==> src/rtl/seq_detect_param_if.sv <==
// Serial pattern-detector bus: stream input, configuration and match outputs.
// Parameters PAT_W / CNT_W must match the attached seq_detect_param instance.
//   master : drives in, in_valid, cfg_load, pat_in, mask_in, overlap, cnt_clr;
//            observes out, match_cnt
//   slave  : the detector side of the same signals
interface seq_detect_param_if #(
    parameter int unsigned PAT_W = 3,
    parameter int unsigned CNT_W = 8
);
    logic             in;
    logic             in_valid;
    logic             cfg_load;
    logic [PAT_W-1:0] pat_in;
    logic [PAT_W-1:0] mask_in;
    logic             overlap;
    logic             cnt_clr;
    logic             out;
    logic [CNT_W-1:0] match_cnt;

    modport master (
        output in, in_valid, cfg_load, pat_in, mask_in, overlap, cnt_clr,
        input  out, match_cnt
    );

    modport slave (
        input  in, in_valid, cfg_load, pat_in, mask_in, overlap, cnt_clr,
        output out, match_cnt
    );
endinterface

==> src/rtl/seq_detect_param.sv <==
// Parametrised serial bit-pattern detector with don't-care mask, runtime
// overlapping / non-overlapping mode and a one-cycle registered match pulse.
// Optional build macro SEQ_DET_CNT_EN adds a saturating match counter with a
// synchronous clear; without it match_cnt is tied to 0 and cnt_clr is ignored.
// Ports:
//   clk  : clock, rising edge
//   rst  : synchronous active-high reset
//   bus  : seq_detect_param_if.slave (stream, config strobe, out, match_cnt)
module seq_detect_param #(
    parameter int unsigned        PAT_W   = 3,
    parameter logic [PAT_W-1:0]   PAT_RST = PAT_W'(3'b111),
    parameter int unsigned        CNT_W   = 8
) (
    input  logic              clk,
    input  logic              rst,
    seq_detect_param_if.slave bus
);
    localparam int unsigned FILL_W = $clog2(PAT_W + 1);
    localparam logic [FILL_W-1:0] FILL_FULL = FILL_W'(PAT_W);

    logic [PAT_W-1:0]  hist;
    logic [PAT_W-1:0]  hist_nxt;
    logic [FILL_W-1:0] fill;
    logic [FILL_W-1:0] fill_nxt;
    logic [PAT_W-1:0]  pat;
    logic [PAT_W-1:0]  mask;
    logic              out_q;

    logic [PAT_W-1:0]  hist_sh_c;
    logic [FILL_W-1:0] fill_inc_c;
    logic              accept_c;
    logic              match_c;

    // State register: history, fill level, pattern/mask, match pulse
    always_ff @(posedge clk) begin
        if (rst) begin
            hist  <= '0;
            fill  <= '0;
            pat   <= PAT_RST;
            mask  <= '1;
            out_q <= 1'b0;
        end else begin
            hist  <= hist_nxt;
            fill  <= fill_nxt;
            out_q <= match_c;
            if (bus.cfg_load) begin
                pat  <= bus.pat_in;
                mask <= bus.mask_in;
            end
        end
    end

    // Next-state: a match is judged on the post-shift history so the pulse
    // lands one clock after the completing bit is sampled
    always_comb begin
        hist_nxt   = hist;
        fill_nxt   = fill;
        hist_sh_c  = {hist[PAT_W-2:0], bus.in};
        fill_inc_c = (fill == FILL_FULL) ? fill : fill + FILL_W'(1);
        accept_c   = bus.in_valid && !bus.cfg_load;
        match_c    = accept_c && (fill_inc_c == FILL_FULL) &&
                     (((hist_sh_c ^ pat) & mask) == '0);

        if (bus.cfg_load) begin
            hist_nxt = '0;
            fill_nxt = '0;
        end else if (bus.in_valid) begin
            hist_nxt = hist_sh_c;
            // Non-overlap restarts collection; stale hist is masked by fill
            fill_nxt = (match_c && !bus.overlap) ? '0 : fill_inc_c;
        end
    end

    // Output: registered pulse
    assign bus.out = out_q;

`ifdef SEQ_DET_CNT_EN
    logic [CNT_W-1:0] cnt;

    // Saturating match counter; clear and match together leave a count of one
    always_ff @(posedge clk) begin
        if (rst) begin
            cnt <= '0;
        end else if (bus.cnt_clr) begin
            cnt <= match_c ? CNT_W'(1) : '0;
        end else if (match_c && (cnt != '1)) begin
            cnt <= cnt + CNT_W'(1);
        end
    end

    assign bus.match_cnt = cnt;
`else
    logic unused_cnt_clr;

    assign unused_cnt_clr = bus.cnt_clr;
    assign bus.match_cnt  = '0;
`endif
endmodule

==> src/flat_wrapper.sv <==
// flat-port wrapper written by rule: the top's interface ports become plain ports
module seq_detect_param_flat 
#(
    parameter int unsigned        PAT_W   = 3,
    parameter logic [PAT_W-1:0]   PAT_RST = PAT_W'(3'b111),
    parameter int unsigned        CNT_W   = 8
)
  (clk, rst, bus_in, bus_in_valid, bus_cfg_load, bus_pat_in, bus_mask_in, bus_overlap, bus_cnt_clr, bus_out, bus_match_cnt);
  seq_detect_param_if #(.PAT_W(PAT_W), .CNT_W(CNT_W)) bus_i ();
  input  logic clk;
  input  logic rst;
  input wire logic [$bits(bus_i.in)-1:0] bus_in;
  input wire logic [$bits(bus_i.in_valid)-1:0] bus_in_valid;
  input wire logic [$bits(bus_i.cfg_load)-1:0] bus_cfg_load;
  input wire logic [$bits(bus_i.pat_in)-1:0] bus_pat_in;
  input wire logic [$bits(bus_i.mask_in)-1:0] bus_mask_in;
  input wire logic [$bits(bus_i.overlap)-1:0] bus_overlap;
  input wire logic [$bits(bus_i.cnt_clr)-1:0] bus_cnt_clr;
  output wire logic [$bits(bus_i.out)-1:0] bus_out;
  output wire logic [$bits(bus_i.match_cnt)-1:0] bus_match_cnt;
  assign bus_i.in = bus_in;
  assign bus_i.in_valid = bus_in_valid;
  assign bus_i.cfg_load = bus_cfg_load;
  assign bus_i.pat_in = bus_pat_in;
  assign bus_i.mask_in = bus_mask_in;
  assign bus_i.overlap = bus_overlap;
  assign bus_i.cnt_clr = bus_cnt_clr;
  assign bus_out = bus_i.out;
  assign bus_match_cnt = bus_i.match_cnt;
  seq_detect_param #(.PAT_W(PAT_W), .PAT_RST(PAT_RST), .CNT_W(CNT_W)) u_core (.clk(clk), .rst(rst), .bus(bus_i));
endmodule
==> config.mk <==
export PLATFORM = sky130hd
export DESIGN_NAME = seq_detect_param_flat
export DESIGN_NICKNAME = d
export VERILOG_FILES = /design/src/rtl/seq_detect_param_if.sv /design/src/rtl/seq_detect_param.sv /design/src/flat_wrapper.sv
export SDC_FILE = /design/constraint.sdc
export NUM_CORES = 1
export LEC_CHECK = 0
export BUFFER_PORTS_ARGS = -buffer_cell sky130_fd_sc_hd__buf_2
export CORE_AREA = 2 2 39 41
export CTS_BUF_LIST = sky130_fd_sc_hd__clkbuf_16
export DETAILED_ROUTE_END_ITERATION = 7
export DIE_AREA = 0 0 41 43
export MAX_ROUTING_LAYER = met4
export PLACE_DENSITY = 0.8
export SLEW_MARGIN = 0
export SYNTH_ARGS = -nofsm -noshare
export SYNTH_HDL_FRONTEND = slang
export SYNTH_SLANG_ARGS = --single-unit
==> constraint.sdc <==
create_clock -name clk -period 1.4 [get_ports clk]
set_clock_uncertainty 0.1 [all_clocks]
set_input_delay 0 -clock clk [delete_from_list [all_inputs] [get_ports clk]]
set_output_delay 0 -clock clk [all_outputs]
set_load 0.03 [all_outputs]
==> impl_metrics.yaml, run 1 <==
outcome:
  status: "finished, final reports clean"
finish:
  instances_no_fill: 91
  drive_gt1_share_pct: 32.0
  num_antenna_cells: 0
  final_net_count: 89
  final_area_um2: 742
  area_growth_pct: 35.1
flow_run:
  cap_viol_max_count: 0
critical_path:
  critPathKind: "in -> reg"
  path_buf_inv: 2
  critPathMaxStageDelay_ns: 0.53
  critPathMaxFanout: 3
  path_cells: "dlygate4sd3_1 -> buf_2 -> xor2_1 -> a22oi_2 -> and3_1"
  crit_path_start_kind: "input pin"
  cp-end-kind: "register"
  worst_ep_arrival_time_ns: 1.21
  cp_top_family: "buffers and inverters"
  required_ns: 1.48
  rrSetupSlack_ns: 0.36
  crit_slowest_cell: "dlygate4sd3_1"
logic_synthesis:
  synth_top_area_share_pct: 40.1
  synth_top_cell_by_area: "dfxtp_1"
  async_flop_share_pct: 0
  ys.flop_type: "dfxtp_1"
  syn_area_per_cell_um2: 10.2
  synth_common_cells: "dfxtp_1 (11), buf_4 (9), a211o_2 (5), nor2b_1 (5)"
  synth_cell_types: 21
  synth_warnings: 0
  syn_inst: 54
  synth_seq_area_share_pct: 40.1
  synth-edff-count: 0
  yosys-top-cells-area: "dfxtp_1 (40%), buf_4 (12%), a211o_2 (9.1%), nor2b_1 (5.7%), xor2_1 (4.8%)"
  synth_most_common_cell: "dfxtp_1"
  ys_ff_latch: 11
  synth_area_um2: 549
timing:
  fmax_ghz: 0.887
  period_share_pct: 80.5
  fin_crit_ns: 1.13
  fin_tns_setup_ns: 0
  setup_viol_count_final: 0
  hold_violations: 0
  slew_violations: 0
  rsz0062_at_grt: "no"
place:
  dp_cells: 78
  place.gp.congestion: 0.689
  dpl_cell_area_um2: 573
  port_buffers: 12
global_routing:
  antenna_found_initial: 0
  met2_usage_pct: 20.0
  grt_first_pass_wirelength_um: 1560
  grtUsageTotal_pct: 14.1
  groute.layer.met3.usage_pct: 6.28
  busiest_layer: "met2"
  grtUsageMet1_pct: 14.9
  globalRoute.totalOverflow: 0
  grt_max_degree: 16
  grt_pass1_vias: 404
floorplan:
  die_area_mm2: 0.00176
  start_util_pct: 39.7
  die_y_um: 43
  pin_count: 22
  core_mm2: 0.00138
  dieWidth_um: 41
  rows: 14
pwr:
  peakVddDrop_uv: 860
  power_leakage_nw: 0.336
  power.density_mw_per_mm2: 1310
  p_total_mw: 0.974
hold_path:
  holdCritPathClass: "in -> reg"
clocking:
  cts_buffers: 3
  cts_max_level: 1
  cts.sinks: 11
  cts_root_buffer: "clkbuf_16"
  cts_tree: "yes"
  clock_latency_ns: 0.24
  ctsResizeCount: 0
  clockBufferDepth: 2
  clkTransAtPathRegs_ns: 0.04
route:
  via_count: 407
  ant_nets: 0
  first_iter_violations: 8
  routedWlPerCell_um: 10.2
  vias_per_cell: 4.47
  routed_wl_um: 930
  drcViolationCount: 0
  first_pass_iters: 3
==> through the flow <==
stage	setup slack, ns	utilization, %	hold slack, ns
floorplan	0.405	-	0.0223
global placement	0.362	41.4	0.105
detailed placement	0.353	41.4	0.113
CTS	0.0157	54.3	0.0703
global route	0.200	53.6	0.0866
finish	0.273	53.6	0.0605
==> power by group <==
part | internal, mW | switching (mW) | leakage [nW]
Sequential | 0.330 | 0.00979 | 0.0907
Clock | 0.375 | 0.138 | 0.0423
Combinational | 0.0557 | 0.0654 | 0.203
==> worst paths after layout <==
path,startpoint,endpoint,cells after the start
setup / recovery,bus_in,u_core.bus.out,5
hold / removal,bus_in_valid,u_core.hist[0],3
setup reg to reg,u_core.pat[2],u_core.fill[0],3
hold reg to reg,u_core.mask[1],u_core.fill[1],2
==> cells by family after synthesis <==
kind of cell / count (synthesis) / share of synthesized area [%]
AOI/OAI and AO/OA: 13 / 20.7
xor gates and xnor gates: 3 / 4.78
buffers and inverters: 11 / 15.0
DFF: 11 / 40.1
muxes: 2 / 3.64
other: 1 / 0.683
and+or+nand+nor: 13 / 15.0
==> placed cells by master (no fill, tap or decap) <==
| master | synthesis | layout |
|---|---|---|
| xor2_1 | 3 | 3 |
| conb_1 | 1 | 8 |
| mux2i_1 | 2 | 2 |
| nor2b_2 | 1 | 1 |
| a21oi_1 | 3 | 3 |
| nand2_1 | 2 | 2 |
| nor3_1 | 2 | 2 |
| inv_1 | 0 | 1 |
| a211o_1 | 1 | 1 |
| a211oi_2 | 1 | 1 |
| a21o_1 | 1 | 1 |
| dfxtp_1 | 11 | 11 |
| nor2_4 | 1 | 1 |
| nand3b_1 | 1 | 1 |
| nor2b_1 | 5 | 5 |
| clkbuf_16 | 0 | 3 |
| o211ai_1 | 1 | 1 |
| a211o_2 | 5 | 5 |
| dlygate4sd3_1 | 0 | 9 |
| a22oi_2 | 1 | 1 |
| and3_1 | 1 | 1 |
| buf_2 | 0 | 12 |
==> layer usage <==
layer,vias up,part of all wire (%),wire length (µm)
li1,212,-,-
met1,176,42,386
met2,15,47,440
met3,4,6.9,64
met4,0,4.1,38
met5,-,0,0
==> worst min-delay path: cells and delay by family <==
family / cells / cell delay [ns]
buf+inv: 1 / 0.15
simple gates: 1 / 0.11
mux: 1 / 0.09
==> flip-flops by register name, summed over array words and instances (netlist names) <==
name,flops
u_core.fill,2
u_core.bus.out,1
u_core.hist,2
u_core.pat,3
u_core.mask,3
==> layout make-up <==
class / count / area (µm²)
timing repair buffer: 21 / 150
sequential: 11 / 220
multi-input combinational: 39 / 273
fill: 133 / 642
tap: 16 / 20.0
clock buffer: 3 / 75.1
clock inverter: 1 / 3.75
==> timing repair <==
| item | CTS | global route |
|---|---|---|
| hold buffers | 10 | 0 |
| setup endpoints to repair | 0 | 1 |
| endpoints found under the hold margin | 10 | 0 |
| setup buffers | 0 | 0 |
Note: power is estimated with default switching activity, not from simulation.
==> run 2: changes to the inputs <==
ABC_AREA = 1   (was default)
clock period = 1.13 ns   (was 1.4 ns; I/O delays follow)
==> run 2 against run 1 <==
Effect of this change:
- clock-buffer cell count did not move
- non-clock buffer count did not move
- critical path depth rose by 2
- die area did not move
- global-route usage rose by 0.83 points
- wire length rose by 12%
- highest routed layer unchanged
- core utilization rose by 3.0 points
- hold slack got worse by 0.039 ns
- via count rose by 21%
- first-iteration DRC count rose by 63%
==> impl_metrics.yaml, run 2 <==
pwr:
  power.density_mw_per_mm2: 1560
  power_leakage_nw: 0.378
  peakVddDrop_uv: 988
critical_path:
  cp-end-kind: "register"
  path_buf_inv: 4
  path_cells: "dlygate4sd3_1 -> buf_2 -> nor2_2 -> inv_2 -> nor3_2 -> nand2_2 -> inv_2"
  cp_top_family: "buffers and inverters"
  crit_slowest_cell: "dlygate4sd3_1"
  worst_ep_arrival_time_ns: 1.18
  crit_path_start_kind: "input pin"
  critPathMaxFanout: 3
  critPathMaxStageDelay_ns: 0.53
  required_ns: 1.22
  crit_top_cell: "inv_2"
  critPathKind: "in -> reg"
route:
  vias_per_cell: 4.21
  routed_wl_um: 1040
  drcViolationCount: 0
  via_count: 493
  first_pass_iters: 4
  ant_nets: 0
  routedWlPerCell_um: 8.88
  first_iter_violations: 13
place:
  hpwl_um: 673
  place.gp.congestion: 0.759
  dp_cells: 104
  port_buffers: 12
logic_synthesis:
  syn_area_per_cell_um2: 7.01
  syn_inst: 78
  synth_cell_types: 14
  ys.flop_type: "dfxtp_1"
  synth_top_cell_by_area: "dfxtp_1"
  synth-edff-count: 0
  synth_area_um2: 547
  synth_warnings: 0
  async_flop_share_pct: 0
  synth_common_cells: "nand2_1 (26), dfxtp_1 (11), nor2_1 (10), buf_4 (8), nand3_1 (7)"
  synth_top_area_share_pct: 40.3
  synth_seq_area_share_pct: 40.3
  yosys-top-cells-area: "dfxtp_1 (40%), nand2_1 (18%), buf_4 (11%), nor2_1 (6.9%), nand3_1 (6.4%)"
  synth_most_common_cell: "nand2_1"
  ys_ff_latch: 11
outcome:
  status: "finished, final reports clean"
clocking:
  cts_buffers: 3
  cts.sinks: 11
  clkTransAtPathRegs_ns: 0.04
  clock_latency_ns: 0.24
  cts_tree: "yes"
  cts_max_level: 1
  clockBufferDepth: 2
  cts_root_buffer: "clkbuf_16"
timing:
  slew_violations: 0
  hold_violations: 0
  fin_tns_setup_ns: 0
  setup_viol_count_final: 0
  fmax_ghz: 0.912
  fin_crit_ns: 1.10
  period_share_pct: 97.1
  rsz0062_at_grt: "yes"
finish:
  area_growth_pct: 43.2
  top_regs: "u_core.mask x3, u_core.pat x3"
  num_antenna_cells: 0
  layout_commonest_cell: "nand2_1"
  instances_no_fill: 117
  mostFrequentLayoutCells: "nand2_1 (25), dlygate4sd3_1 (10), buf_2 (10)"
  final_net_count: 115
  drive_gt1_share_pct: 29.7
floorplan:
  die_area_mm2: 0.00176
  core_mm2: 0.00138
  die_y_um: 43
  dieWidth_um: 41
  pin_count: 22
  rows: 14
  start_util_pct: 39.5
global_routing:
  grt_pass1_vias: 425
  grt_max_degree: 9
  grt_first_pass_wirelength_um: 1650
  globalRoute.totalOverflow: 0
  grtUsageTotal_pct: 14.9
  antenna_found_initial: 0
flow_run:
  cap_viol_max_count: 0
hold_path:
  holdCritPathClass: "in -> reg"
==> run 2: layout make-up <==
cell class | count | area, µm²
clock buffer | 3 | 75.1
clock inverter | 1 | 3.75
fill | 123 | 601
inverter | 6 | 27.5
multi-input combinational | 59 | 277
sequential | 11 | 223
tap | 16 | 20.0
timing repair buffer | 21 | 158
==> run 2: tightest hold or removal path, stage by stage <==
cell	delay, ns
buf_2	0.17
nand2_1	0.07
nand3_1	0.06
==> run 2: path summary, 6_finish.rpt <==
kind / end / slack (ns) / cells after the start / startpoint
worst max-delay path: u_core.fill[0] / 0.03 / 7 / rst
worst min-delay path: u_core.pat[0] / 0.02 / 3 / bus_cfg_load
worst max register to register: u_core.fill[1] / 0.07 / 7 / u_core.hist[0]
worst min register to register: u_core.mask[0] / 0.36 / 2 / u_core.mask[0]
==> run 2: cell families (layout without fill, tap and decap cells) <==
group,Yosys count,after routing,share of synthesized area [%]
buffers and inverters,15,31,18.1
DFF,11,11,40.3
AOI/OAI and AO/OA,3,3,2.75
and+or+nand+nor,48,48,38.2
other,1,8,0.686
==> run 2: power by group <==
group	switching, mW	internal [mW]
sequential	0.0129	0.410
combinational	0.0968	0.0649
clock	0.172	0.464
==> run 2: routing by layer <==
metal	vias up	track usage, %	part of all wire (%)
met5	-	-	0
met2	21	24.4	52
met4	0	10.0	2.6
li1	270	-	-
met3	2	3.14	5.8
met1	200	14.9	39
==> run 2: per-stage QoR <==
| step | util (%) | setup slack, ns | hold WS, ns | cell area [µm²] | power, mW |
|---|---|---|---|---|---|
| 5_1_grt | 56.6 | -0.0182 | 0.0420 | 783 | 1.27 |
| 4_1_cts | 55.0 | 0.0243 | 0.0238 | 761 | 1.22 |
| 2_1_floorplan | - | 0.185 | -0.0285 | 573 | 0.544 |
| 6_report | 56.6 | 0.0330 | 0.0216 | 783 | 1.22 |
| 3_5_place_dp | 42.0 | 0.119 | 0.113 | 582 | 0.553 |
| 3_3_place_gp | 42.0 | 0.132 | 0.100 | 582 | 0.550 |
==> run 2: what timing repair did <==
item                                    in CTS  in global routing
gates resized for setup                      0                 12
endpoints found under the setup margin       0                  2
buffers inserted                             0                  0
endpoints found under the hold margin       11                  0
hold buffers                                10                  0
